===== config.mk =====
export PLATFORM = sky130hd
export DESIGN_NAME = vlw_pack
export DESIGN_NICKNAME = d
export VERILOG_FILES = /design/src/rtl/vlw_pack.sv
export SDC_FILE = /design/constraint.sdc
export NUM_CORES = 1
export LEC_CHECK = 0
export CAP_MARGIN = 20
export CORE_MARGIN = 5
export CORE_UTILIZATION = 61
export DETAILED_ROUTE_END_ITERATION = 16
export PLACE_DENSITY = 0.9
export SLEW_MARGIN = 30
export SYNTH_ARGS = -nofsm -noshare
export SYNTH_HDL_FRONTEND = slang
export SYNTH_SLANG_ARGS = --single-unit
export TNS_END_PERCENT = 10

===== constraint.sdc =====
create_clock -name clk -period 7 [get_ports clk]
set_clock_uncertainty 0.2 [all_clocks]
set_input_delay 0.7 -clock clk [delete_from_list [all_inputs] [get_ports clk]]
set_output_delay 0.7 -clock clk [all_outputs]
set_load 0.01 [all_outputs]

===== src/rtl/vlw_pack.sv =====
// vlw_pack: serial-to-parallel packer feeding the adder-tree VLW input.
// Collects VLW_LEN words from a valid/ready stream into one vector. The first
// accepted word lands in the MSB lane, the last one in the LSB lane.
// Double-buffered: a fill register collects lanes while the output register
// holds a completed vector for the consumer, so one word per cycle is
// sustained while downstream accepts.
// Optional build macro VLW_PACK_FLUSH_EN adds the in_last port. A word
// accepted with in_last=1 closes the vector early, and the unwritten lanes
// are zero so a downstream sum is unaffected.
module vlw_pack #(
    parameter int WORD_WDT = 16,
    parameter int VLW_LEN  = 8
) (
    input  logic                         clk,
    input  logic                         rst_n,
    input  logic                         clk_en,
    input  logic [WORD_WDT-1:0]          in_word,
    input  logic                         in_word_val,
    output logic                         in_word_rdy,
`ifdef VLW_PACK_FLUSH_EN
    input  logic                         in_last,
`endif
    output logic [WORD_WDT*VLW_LEN-1:0]  out_vlw,
    output logic                         out_vlw_val,
    input  logic                         out_vlw_rdy
);

    localparam int CNT_WDT = $clog2(VLW_LEN);
    localparam int VEC_WDT = WORD_WDT * VLW_LEN;

    localparam logic [0:0] ST_FILL = 1'b0;
    localparam logic [0:0] ST_HOLD = 1'b1;

    logic [0:0]          state_q,    state_d;
    logic [CNT_WDT-1:0]  lane_cnt_q, lane_cnt_d;
    logic [VEC_WDT-1:0]  fill_q,     fill_d;
    logic [VEC_WDT-1:0]  out_vlw_q,  out_vlw_d;
    logic                out_val_q,  out_val_d;

    logic                accept_s;
    logic                emit_s;
    logic                last_s;
    logic [CNT_WDT-1:0]  wr_lane_s;
    logic [VEC_WDT-1:0]  cur_vec_s;

    // Handshake qualifiers; ready depends on state only so it never loops
    // back through the consumer's ready or the producer's valid.
    always_comb begin
        in_word_rdy = (state_q == ST_FILL);
        accept_s    = in_word_val & in_word_rdy & clk_en;
        emit_s      = out_val_q & out_vlw_rdy & clk_en;
        wr_lane_s   = CNT_WDT'(VLW_LEN - 1) - lane_cnt_q;
`ifdef VLW_PACK_FLUSH_EN
        last_s      = (lane_cnt_q == CNT_WDT'(VLW_LEN - 1)) | in_last;
`else
        last_s      = (lane_cnt_q == CNT_WDT'(VLW_LEN - 1));
`endif
    end

    // Fill register with the incoming word merged into its lane; lane index
    // counts down from the MSB lane as lane_cnt counts up.
    always_comb begin
        cur_vec_s = fill_q;
        for (int i = 0; i < VLW_LEN; i++) begin
            if (CNT_WDT'(i) == wr_lane_s) begin
                cur_vec_s[i*WORD_WDT +: WORD_WDT] = in_word;
            end else begin
                cur_vec_s[i*WORD_WDT +: WORD_WDT] = fill_q[i*WORD_WDT +: WORD_WDT];
            end
        end
    end

    // Next-state logic. The fill register is cleared whenever its content
    // moves to the output slot, so every new vector starts from all-zero lanes.
    always_comb begin
        state_d    = state_q;
        lane_cnt_d = lane_cnt_q;
        fill_d     = fill_q;
        out_vlw_d  = out_vlw_q;
        out_val_d  = out_val_q;

        case (state_q)
            ST_FILL: begin
                // A drained slot goes empty unless a new vector loads below.
                if (emit_s) begin
                    out_val_d = 1'b0;
                end else begin
                    out_val_d = out_val_q;
                end

                if (accept_s) begin
                    if (last_s) begin
                        lane_cnt_d = {CNT_WDT{1'b0}};
                        if (!out_val_q || emit_s) begin
                            out_vlw_d = cur_vec_s;
                            out_val_d = 1'b1;
                            fill_d    = {VEC_WDT{1'b0}};
                        end else begin
                            fill_d  = cur_vec_s;
                            state_d = ST_HOLD;
                        end
                    end else begin
                        lane_cnt_d = lane_cnt_q + CNT_WDT'(1);
                        fill_d     = cur_vec_s;
                    end
                end else begin
                    lane_cnt_d = lane_cnt_q;
                end
            end

            ST_HOLD: begin
                // Completed vector parked in the fill register until the
                // output slot drains; then it moves over with no bubble.
                if (emit_s) begin
                    out_vlw_d = fill_q;
                    out_val_d = 1'b1;
                    fill_d    = {VEC_WDT{1'b0}};
                    state_d   = ST_FILL;
                end else begin
                    state_d   = ST_HOLD;
                end
            end

            default: begin
                state_d    = ST_FILL;
                lane_cnt_d = {CNT_WDT{1'b0}};
                fill_d     = {VEC_WDT{1'b0}};
            end
        endcase
    end

    // State registers; asynchronous reset discards any partial vector.
    always_ff @(posedge clk or negedge rst_n) begin
        if (!rst_n) begin
            state_q    <= ST_FILL;
            lane_cnt_q <= {CNT_WDT{1'b0}};
            fill_q     <= {VEC_WDT{1'b0}};
            out_vlw_q  <= {VEC_WDT{1'b0}};
            out_val_q  <= 1'b0;
        end else begin
            state_q    <= state_d;
            lane_cnt_q <= lane_cnt_d;
            fill_q     <= fill_d;
            out_vlw_q  <= out_vlw_d;
            out_val_q  <= out_val_d;
        end
    end

    // Output vector and valid come straight from flops.
    always_comb begin
        out_vlw     = out_vlw_q;
        out_vlw_val = out_val_q;
    end

endmodule


==> results.md, run 1 <==
* CTS tree: yes
* Cell Area, Synth at ~13000 um^2
* Half-perimeter wire length after detailed placement at between 20000 and 25000 um
* Via density per instance at 6.765
* Relative area change from synthesis to final layout at 16.58%
* Xor and xnor area share after synthesis at 0
* Unrepaired setup endpoints after global routing: false
* Worst path max stage delay at 0.76 ns
* Routed wire length per instance at ~24 um
* Data required time at the worst endpoint at roughly 7 ns
* Outcome: finished with violations
* Number of global-route vias before repair at 9814
* Global-route wire length before repair at roughly 55000 um
* Post-route minimum period at approximately 3.6 ns
* Synthesized flop and latch total at ~260
* First-pass DRT Iterations at 6
* Fill cell total of the finished layout at 1348
* Vertical die dimension at approximately 160 um
* Async SR Flop Fraction at 1.000
* Fraction of the mapped netlist area in compound gates at 0.1824
* Cell family with most CP delay: flip-flops
* Most common cell after layout, fill and taps aside: sky130_fd_sc_hd__dfrtp_1
* Count of flip-flops with a built-in enable after synthesis at 0
* Startpoint Class: register
* Data arrival time of the worst path at 3.80 ns
* H-tree depth at 1
* Max-slew violation total from the final report at 0
* Total clock buffers created by CTS at 27
* Clk_lat worst skew at ~0.54 ns
* Final setup TNS at 0 ns
* Combinational family with the most area after synthesis: multiplexers
* Core Area at roughly 22000 um^2
* Post-synthesis simple-gate area fraction at 0.03196
* Maximum number of pins on one net before global-route repair at approximately 170
* Root buffer cell: sky130_fd_sc_hd__clkbuf_16
* Fmax achieved at roughly 280 MHz
* Deepest clock path buffer count at 3
* Die Outline Area at about 25000 um^2
* Number of buffer and inverter instances along the worst setup path at 1
* Max-cap violations at 0
* Io pins at roughly 150
* Num rows at 54
* PD cells at ~390 nW/um^2
* Layout cell share with drive strength beyond 1 at 0.2589
* Initial antenna violation count at 0
* Slowest stage cell, crit path: sky130_fd_sc_hd__dfrtp_2
* Detailed-route wire length at approximately 34000 um
* Gpl congestion at 0.8222
* Kind of end point of the critical path: register
* Postcts setup bufs at 0
* Final-layout worst hold slack at -0.02838 ns
* Die Width at around 160 um
* Clock edge transition at the registers on the reported setup and hold paths at about 0.07 ns
* Class of the worst hold path: primary input to async pin
* Number of hold violations in the final report at 32
* Antenna fix cells at 0
* DR iter-0 viols at approximately 1.2k
* Synth Area in Adders at 0.005591
* Number of I/O port buffers at 150
* Place WS at 3.167 ns
* Global route overflow at 0
* Cells after Synth at ~1.1k
* Critical Path, Cell by Cell: ha_4, and3b_1, o211a_4, buf_4, mux2_2
* Initial cell density of the core at 0.6172
* Number of different library cells in the post-synthesis netlist at 36
* Kind of critical path: register to register
* Multiplexer share of the synthesized area at 0.2155
* Pin slew with the least headroom to its limit at 1.031 ns
* Peak fanout along the critical path at 54
* Fin worst setup slack at roughly 3.4 ns
* Share of the clock period used by the worst path at 0.5132
* Number of instances resized during post-cts repair at 0
* Leakage dissipation at just under 7 nW
* Top FF cell, synth: sky130_fd_sc_hd__dfrtp_1
* Synthesized netlist net count at 1079
* DRC viols at 0
* Number of clock sinks at between 200 and 300
* Sequential element share of the synthesized area at 0.4864
* Highest-count cells in the layout ignoring fill and taps: sky130_fd_sc_hd__dfrtp_1, sky130_fd_sc_hd__mux2_2, sky130_fd_sc_hd__clkdlybuf4s50_1, sky130_fd_sc_hd__a221o_1, sky130_fd_sc_hd__inv_1
* Overall Global Routing Usage at 0.2717
* Via total after detailed routing at 9681
* Synth Warn # at 0
* Violations in the final reports: negative hold slack
* Max_slew headroom at 0.3128
* Post-Synthesis Mean Instance Area at 12.76 um^2
* Net count reported at finish at between 1k and 1.5k
* Peak VDD IR at approximately 0.21 mV
* Setup violators final at 0
* Number of nets with antenna violations after detailed routing at 0
* # hold bufs at CTS at 0
-- power breakdown --
| part | leakage, nW | internal [W] | total [W] | switching [W] |
|---|---|---|---|---|
| sequential | 3.51 | 0.00200 | 0.00240 | 0.000395 |
| clock | 0.413 | 0.000788 | 0.00137 | 0.000585 |
| combinational | 2.96 | 0.00124 | 0.00227 | 0.00103 |
| total | 6.88 | 0.00403 | 0.00605 | 0.00201 |
-- flip-flops by register name, indices dropped and copies added (netlist names) --
name         cells
lane_cnt_q       3
out_vlw        128
fill_q         128
state_q          1
out_vlw_val      1
-- cell families after synthesis --
logic type	count (synthesis)
AOI/OAI and AO/OA	255
and+or+nand+nor	58
muxes	257
DFF	261
buffers and inverters	215
adders and majority gates	6
-- path summary, 6_finish.rpt --
check | from | end | slack [ns] | depth (start not counted)
min reg2reg | out_vlw[75]$_DFFE_PN0P_ | out_vlw[75]$_DFFE_PN0P_ | 0.29 | 1
max | lane_cnt_q[2]$_DFFE_PN0P_ | out_vlw[105]$_DFFE_PN0P_ | 3.41 | 5
max in group asynchronous | rst_n | out_vlw[50]$_DFFE_PN0P_ | 5.27 | 3
min | rst_n | out_vlw[32]$_DFFE_PN0P_ | -0.03 | 1
min in group clk | out_vlw[75]$_DFFE_PN0P_ | out_vlw[75]$_DFFE_PN0P_ | 0.29 | 1
max reg2reg | lane_cnt_q[2]$_DFFE_PN0P_ | out_vlw[105]$_DFFE_PN0P_ | 3.41 | 5
-- per-layer routing --
| metal | up-vias | global-route usage | wire [um] |
|---|---|---|---|
| met5 | - | 0 | 0 |
| met2 | 544 | 0.4246 | 15880 |
| li1 | 4198 | - | - |
| met1 | 4854 | 0.3895 | 14270 |
| met3 | 85 | 0.05300 | 3136 |
| met4 | 0 | 0.08083 | 1036 |
-- cells in the mapped netlist, drive strengths merged (4+ instances only) --
| cell | instances | area, um^2 |
|---|---|---|
| ha | 6 | 75.07 |
| o21ai | 4 | 20.02 |
| and2 | 4 | 25.03 |
| a2111oi | 102 | 1006 |
| inv | 103 | 386.6 |
| nor2b | 19 | 118.9 |
| mux2 | 257 | 2894 |
| clkbuf | 49 | 187.7 |
| nand3b | 5 | 87.59 |
| dfrtp | 261 | 6531 |
| nand2 | 19 | 71.32 |
| a211oi | 16 | 120.1 |
| buf | 63 | 475.5 |
| a22o | 16 | 140.1 |
| a221o | 112 | 1121 |
-- through the flow --
| stage | instances | power [W] | hold WS [ns] | cell area, um^2 | utilization |
|---|---|---|---|---|---|
| 2_1_floorplan | 1052 | 0.003778 | 0.2044 | 13430 | - |
| 3_3_place_gp | 1380 | 0.004523 | 0.2672 | 14740 | 0.6775 |
| 3_5_place_dp | 1380 | 0.004627 | 0.2774 | 14750 | 0.6780 |
| 4_1_cts | 1426 | 0.006039 | 0.005877 | 15590 | 0.7164 |
| 5_1_grt | 1431 | 0.006350 | 0.03917 | 15650 | 0.7195 |
| 6_report | 1431 | 0.006046 | -0.02838 | 15650 | 0.7195 |
-- final cells by class --
class	count	area [um^2]	area share
sequential	261	6533	0.4173
timing repair buffer	165	1663	0.1062
tap	280	350.3	0.02238
clock inverter	5	27.53	0.001758
multi-input combinational	576	5886	0.3760
clock buffer	41	808.3	0.05163
inverter	103	386.6	0.02470
No activity file was read; power rests on OpenSTA's default activity.
==> run 2: changes to the inputs <==
Settings changed: CORE_UTILIZATION 61 to 57, PLACE_DENSITY 0.9 to 0.85.
Clock period 7 ns to 3.77 ns, I/O delays scaled along.
==> run 2 against run 1 <==
Against the previous run: the run now ends clean; total power is 89% higher; sequential share of layout area shrank 0.66 points; cell area grew 1.6%; combinational power increased by 86%; clock-buffer cell count is 3 lower; sequential power up 85%; fmax grew 22%; worst hold slack better by 0.14 ns; clock power is 100% higher; cell count grew 3.9%; critical path type unchanged; largest cell class unchanged.
==> results.md, run 2 (synthesis results as in run 1) <==
* Number of I/O port buffers at 150 (unchanged)
* Max_slew headroom at 0.3192 (+0.006413)
* Die Width at 163.5 um (+3.2%)
* Clock edge transition at the registers on the reported setup and hold paths at 0.07 ns (about the same)
* Clk_lat worst skew at 0.54 ns (about the same)
* Outcome: completed
* Detailed-route wire length at 35000 um (+2.0%)
* Total clock buffers created by CTS at 27 (unchanged)
* DRC viols at 0 (unchanged)
* Number of instances resized during post-cts repair at 0 (unchanged)
* Post-route minimum period at 2.935 ns (-0.6572 ns)
* Vertical die dimension at 163.5 um (+3.2%)
* Share of the clock period used by the worst path at 0.7786 (+0.2654)
* Most common cell after layout, fill and taps aside: sky130_fd_sc_hd__dfrtp_1
* Routed wire length per instance at 23.54 um (-1.9%)
* Unrepaired setup endpoints after global routing: false
* Overall Global Routing Usage at 0.2598 (-0.01187)
* Fmax achieved at 340.7 MHz (+22%)
* Deepest clock path buffer count at 3 (unchanged)
* Kind of end point of the critical path: register
* Setup violators final at 0 (unchanged)
* # hold bufs at CTS at 1 (+1)
* Startpoint Class: register
* Cell count after placement at 1431 (+3.7%)
* Peak VDD IR at 0.5153 mV (+150%)
* Via total after detailed routing at 9694 (+0.13%)
* Data required time at the worst endpoint at 3.99 ns (-3.21 ns)
* Die Outline Area at 26730 um^2 (+6.6%)
* Relative area change from synthesis to final layout at 18.43%
* Pin slew with the least headroom to its limit at 1.019 ns (-0.01172 ns)
* Postcts setup bufs at 0 (unchanged)
* Highest-count cells in the layout ignoring fill and taps: sky130_fd_sc_hd__dfrtp_1, sky130_fd_sc_hd__mux2_2, sky130_fd_sc_hd__clkdlybuf4s50_1, sky130_fd_sc_hd__a221o_1, sky130_fd_sc_hd__inv_1
* Peak fanout along the critical path at 33 (-39%)
* Num rows at 56 (+3.7%)
* First-pass DRT Iterations at 5 (-1)
* Class of the worst hold path: primary input to async pin
* Core Area at 23330 um^2 (+7.2%)
* Global route overflow at 0 (unchanged)
* Initial antenna violation count at 0 (unchanged)
* Data arrival time of the worst path at 3.15 ns (-0.65 ns)
* Root buffer cell: sky130_fd_sc_hd__clkbuf_16
* Slowest stage cell, crit path: sky130_fd_sc_hd__nand2b_1
* Initial cell density of the core at 0.5755 (-0.04170)
* Fin cells at 1487 (+3.9%)
* Via density per instance at 6.519 (-3.6%)
* Maximum number of pins on one net before global-route repair at 119 (-32%)
* Number of nets with antenna violations after detailed routing at 0 (unchanged)
* Number of global-route vias before repair at 9736 (-0.79%)
* Max-cap violations at 0 (unchanged)
* Max-slew violation total from the final report at 0 (unchanged)
* H-tree depth at 1 (unchanged)
* CTS tree: yes
* Half-perimeter wire length after detailed placement at 20950 um (+3.6%)
* Layout cell share with drive strength beyond 1 at 0.2691 (+0.01016)
* Gpl congestion at 0.8186 (-0.44%)
* PD cells at 719.1 nW/um^2 (+86%)
* Number of hold violations in the final report at 0 (-100%)
* Net count reported at finish at 1174 (+1.1%)
* Io pins at 151 (unchanged)
* Worst path max stage delay at 0.52 ns (-0.24 ns)
* Kind of critical path: register to register
* Final setup TNS at 0 ns (unchanged)
* Leakage dissipation at 6.986 nW (+1.5%)
* Critical Path, Cell by Cell: inv_1, ha_1, buf_4, nand2b_1, mux2_2, mux2_1
* DR iter-0 viols at 1142 (-3.4%)
* Number of clock sinks at 261 (unchanged)
* Global-route wire length before repair at 55770 um (+1.5%)
-- run 2: critical path: cells and delay by family (launching register included) --
kind | cells | cell delay (ns)
buf+inv | 2 | 0.63
flops | 1 | 0.48
mux | 2 | 0.77
fa+ha+maj | 1 | 0.21
simple gates | 1 | 0.52
-- run 2: final timing paths --
| path | start | to | slack (ns) | cells after the start |
|---|---|---|---|---|
| worst max-delay path | lane_cnt_q[2]$_DFFE_PN0P_ | out_vlw[77]$_DFFE_PN0P_ | 0.83 | 6 |
| worst min-delay path | rst_n | out_vlw[19]$_DFFE_PN0P_ | 0.11 | 2 |
| worst max register to register | lane_cnt_q[2]$_DFFE_PN0P_ | out_vlw[77]$_DFFE_PN0P_ | 0.83 | 6 |
| worst min register to register | out_vlw[82]$_DFFE_PN0P_ | out_vlw[82]$_DFFE_PN0P_ | 0.28 | 1 |
| max in group asynchronous | rst_n | out_vlw[38]$_DFFE_PN0P_ | 2.27 | 4 |
| min in group clk | in_word[5] | fill_q[5]$_DFFE_PN0P_ | 0.25 | 2 |
-- run 2: metrics by stage --
stage                     total power [W]  cell area (um^2)  hold WS [ns]    util  setup slack (ns)
after detailed placement         0.008598             14910        0.2753  0.6389            0.7229
after global routing              0.01202             15900        0.1377  0.6815            0.7038
after floorplan                  0.007015             13430       -0.1186       -             1.334
final                             0.01144             15900        0.1112  0.6816            0.8347
after global placement           0.008431             14900        0.2672  0.6388            0.8153
after CTS                         0.01143             15850        0.2897  0.6792            0.8581
-- run 2: final cells by class --
cell class,count,area (um^2)
flip-flops and latches,261,6531
clock inverters,11,141.4
inverters,103,386.6
multi-input cells,576,5881
repair buffers,178,1774
diodes,1,2.502
well taps,319,399.1
clock buffers,38,787.0
fillers,1626,7430
-- run 2: layer usage --
metal	global-route usage	wire (um)	vias up
li1	-	-	4211
met1	0.3759	14830	4962
met2	0.4011	16620	456
met3	0.04189	2500	65
met4	0.09112	1054	0
met5	0	0	-
-- run 2: power breakdown --
part	leakage [nW]	internal, W	switching, W	total [W]
Clock	0.450	0.00166	0.00112	0.00278
Combinational	3.03	0.00232	0.00191	0.00423
Sequential	3.51	0.00372	0.000707	0.00443
==> run 3: changes to the inputs <==
Clock period 3.77 ns to 3 ns, I/O delays scaled along.
==> run 3 against run 2 <==
Against the previous run: critical path depth unchanged; sequential power up 25%; critical path type unchanged; clock-buffer cell count rose by 3; largest power group unchanged; worst hold slack better by 0.0025 ns; cell count increased by 1.3%; largest cell class unchanged; critical endpoint is now out_vlw[105]$_DFFE_PN0P_; total power increased by 29%; first-iteration DRC count decreased by 13%; via count increased by 0.20%; cell area rose by 1.7%; fmax grew 9.9%.
==> results.md, run 3 (synthesis results as in run 1) <==
* Root buffer cell: sky130_fd_sc_hd__clkbuf_16
* Kind of critical path: register to register
* H-tree depth at 1 (unchanged)
* Pin slew with the least headroom to its limit at 1.042 ns (+0.02335 ns)
* Global-route wire length before repair at 55750 um (about the same)
* Max-slew violation total from the final report at 0 (unchanged)
* Gpl congestion at 0.7985 (-2.5%)
* Relative area change from synthesis to final layout at 20.39%
* Number of hold violations in the final report at 0 (unchanged)
* Antenna fix cells at 0 (-1)
* Class of the worst hold path: primary input to async pin
* DRC viols at 0 (unchanged)
* Die Outline Area at 26730 um^2 (unchanged)
* Die Width at 163.5 um (unchanged)
* Net count reported at finish at 1192 (+1.5%)
* Via total after detailed routing at 9713 (+0.20%)
* Met2 Use GR at 0.4102 (+0.009057)
* Startpoint Class: register
* Core Area at 23330 um^2 (unchanged)
* Global route overflow at 0 (unchanged)
* Fin worst setup slack at 0.3299 ns (-0.5049 ns)
* Routed wire length per instance at 23.10 um (-1.9%)
* Post-route minimum period at 2.670 ns (-0.2651 ns)
* Leakage dissipation at 7.134 nW (+2.1%)
* Io pins at 151 (unchanged)
* Slowest stage cell, crit path: sky130_fd_sc_hd__dfrtp_1
* Most common cell after layout, fill and taps aside: sky130_fd_sc_hd__dfrtp_1
* Data arrival time of the worst path at 2.89 ns (-0.26 ns)
* Start point of the critical path: lane_cnt_q[0]$_DFFE_PN0P_
* Num rows at 56 (unchanged)
* Clock edge transition at the registers on the reported setup and hold paths at 0.06 ns (about the same)
* Total clock buffers created by CTS at 28 (+3.7%)
* CTS tree: yes
* PD cells at 911.2 nW/um^2 (+27%)
* Fill cell total of the finished layout at 1586 (-2.5%)
* Cell count after placement at 1448 (+1.2%)
* Met3 routing resource usage after global routing at 0.04643 (+0.004542)
* Unrepaired setup endpoints after global routing: false
* Number of I/O port buffers at 150 (unchanged)
* Max_slew headroom at 0.3029 (-0.01634)
* Met1 Use GR at 0.3683 (-0.007635)
* Layout cell share with drive strength beyond 1 at 0.2789 (+0.009788)
* Vertical die dimension at 163.5 um (unchanged)
* Number of instances resized during post-cts repair at 0 (unchanged)
* Via density per instance at 6.450 (-1.1%)
* Half-perimeter wire length after detailed placement at 21120 um (+0.82%)
* # hold bufs at CTS at 1 (unchanged)
* First-pass DRT Iterations at 7 (+2)
* Critical Path, Cell by Cell: ha_1, ha_4, and3b_1, o211a_4, buf_12, mux2_2
* Detailed-route wire length at 34790 um (-0.61%)
* Busiest layer in global routing: met2
* Outcome: completed
* Deepest clock path buffer count at 3 (unchanged)
* Fin cells at 1506 (+1.3%)
* Max-cap violations at 0 (unchanged)
* Place WS at 0.2378 ns (-0.4851 ns)
* Initial antenna violation count at 0 (unchanged)
* Final setup TNS at 0 ns (unchanged)
* R2r startpoint: lane_cnt_q[0]$_DFFE_PN0P_
* Number of global-route vias before repair at 9803 (+0.69%)
* Clk_lat worst skew at 0.54 ns (about the same)
* Kind of end point of the critical path: register
* Data required time at the worst endpoint at 3.22 ns (-0.77 ns)
* Share of the clock period used by the worst path at 0.8900 (+0.1115)
* Initial cell density of the core at 0.5755 (unchanged)
* Number of clock sinks at 261 (unchanged)
* Final-layout worst hold slack at 0.1137 ns (+0.002532 ns)
* Highest-count cells in the layout ignoring fill and taps: sky130_fd_sc_hd__dfrtp_1, sky130_fd_sc_hd__mux2_2, sky130_fd_sc_hd__clkdlybuf4s50_1, sky130_fd_sc_hd__a221o_1, sky130_fd_sc_hd__inv_1
* Peak fanout along the critical path at 94 (+180%)
* Setup violators final at 0 (unchanged)
* Fmax achieved at 374.5 MHz (+9.9%)
* Postcts setup bufs at 0 (unchanged)
* Maximum number of pins on one net before global-route repair at 113 (-5.0%)
* DR iter-0 viols at 995 (-13%)
* Worst path max stage delay at 0.42 ns (-0.10 ns)
* Overall Global Routing Usage at 0.2587 (-0.001119)
* Number of nets with antenna violations after detailed routing at 0 (unchanged)
* Peak VDD IR at 0.6669 mV (+29%)
[run 3: worst max-delay path: cells and delay by family, from the launching register on]
kind	cells	cell delay (ns)
buf+inv	1	0.40
flops	1	0.42
compound gates	1	0.18
mux	1	0.40
fa+ha+maj	2	0.62
simple gates	1	0.26
[run 3: stage by stage]
| stage | utilization | total power [W] | instance area (um^2) |
|---|---|---|---|
| floorplan | - | 0.008816 | 13430 |
| global placement | 0.6464 | 0.01068 | 15080 |
| detailed placement | 0.6464 | 0.01092 | 15080 |
| CTS | 0.6910 | 0.01477 | 16120 |
| global route | 0.6928 | 0.01549 | 16170 |
| finish | 0.6928 | 0.01473 | 16170 |
[run 3: path summary, 6_finish.rpt]
| path | endpoint | slack, ns | cells after the start |
|---|---|---|---|
| min in group clk | state_q$_DFF_PN0_ | 0.25 | 2 |
| setup reg to reg | out_vlw[105]$_DFFE_PN0P_ | 0.33 | 6 |
| max in group asynchronous | out_vlw[71]$_DFFE_PN0P_ | 1.70 | 3 |
| hold / removal | out_vlw[20]$_DFFE_PN0P_ | 0.11 | 2 |
| setup / recovery | out_vlw[105]$_DFFE_PN0P_ | 0.33 | 6 |
| hold reg to reg | out_vlw[80]$_DFFE_PN0P_ | 0.28 | 1 |
[run 3: final cells by class]
class	instances	area [um^2]	area share
Multi-Input combinational cell	576	5881	0.3638
Inverter	103	386.6	0.02392
Sequential cell	261	6531	0.4040
Clock inverter	11	188.9	0.01169
Tap cell	319	399.1	0.02469
Clock buffer	41	840.8	0.05201
Timing Repair Buffer	195	1938	0.1199
[run 3: metal layers]
metal,wire (um),vias up
li1,-,4254
met1,14450,4947
met5,0,-
met2,16410,435
met3,2920,77
met4,1014,0
[run 3: where the power goes]
part,internal [W],switching (W),total (W)
registers,0.00467,0.000863,0.00554
logic,0.00299,0.00242,0.00541
clock network,0.00237,0.00142,0.00379
total,0.0100,0.00470,0.0147
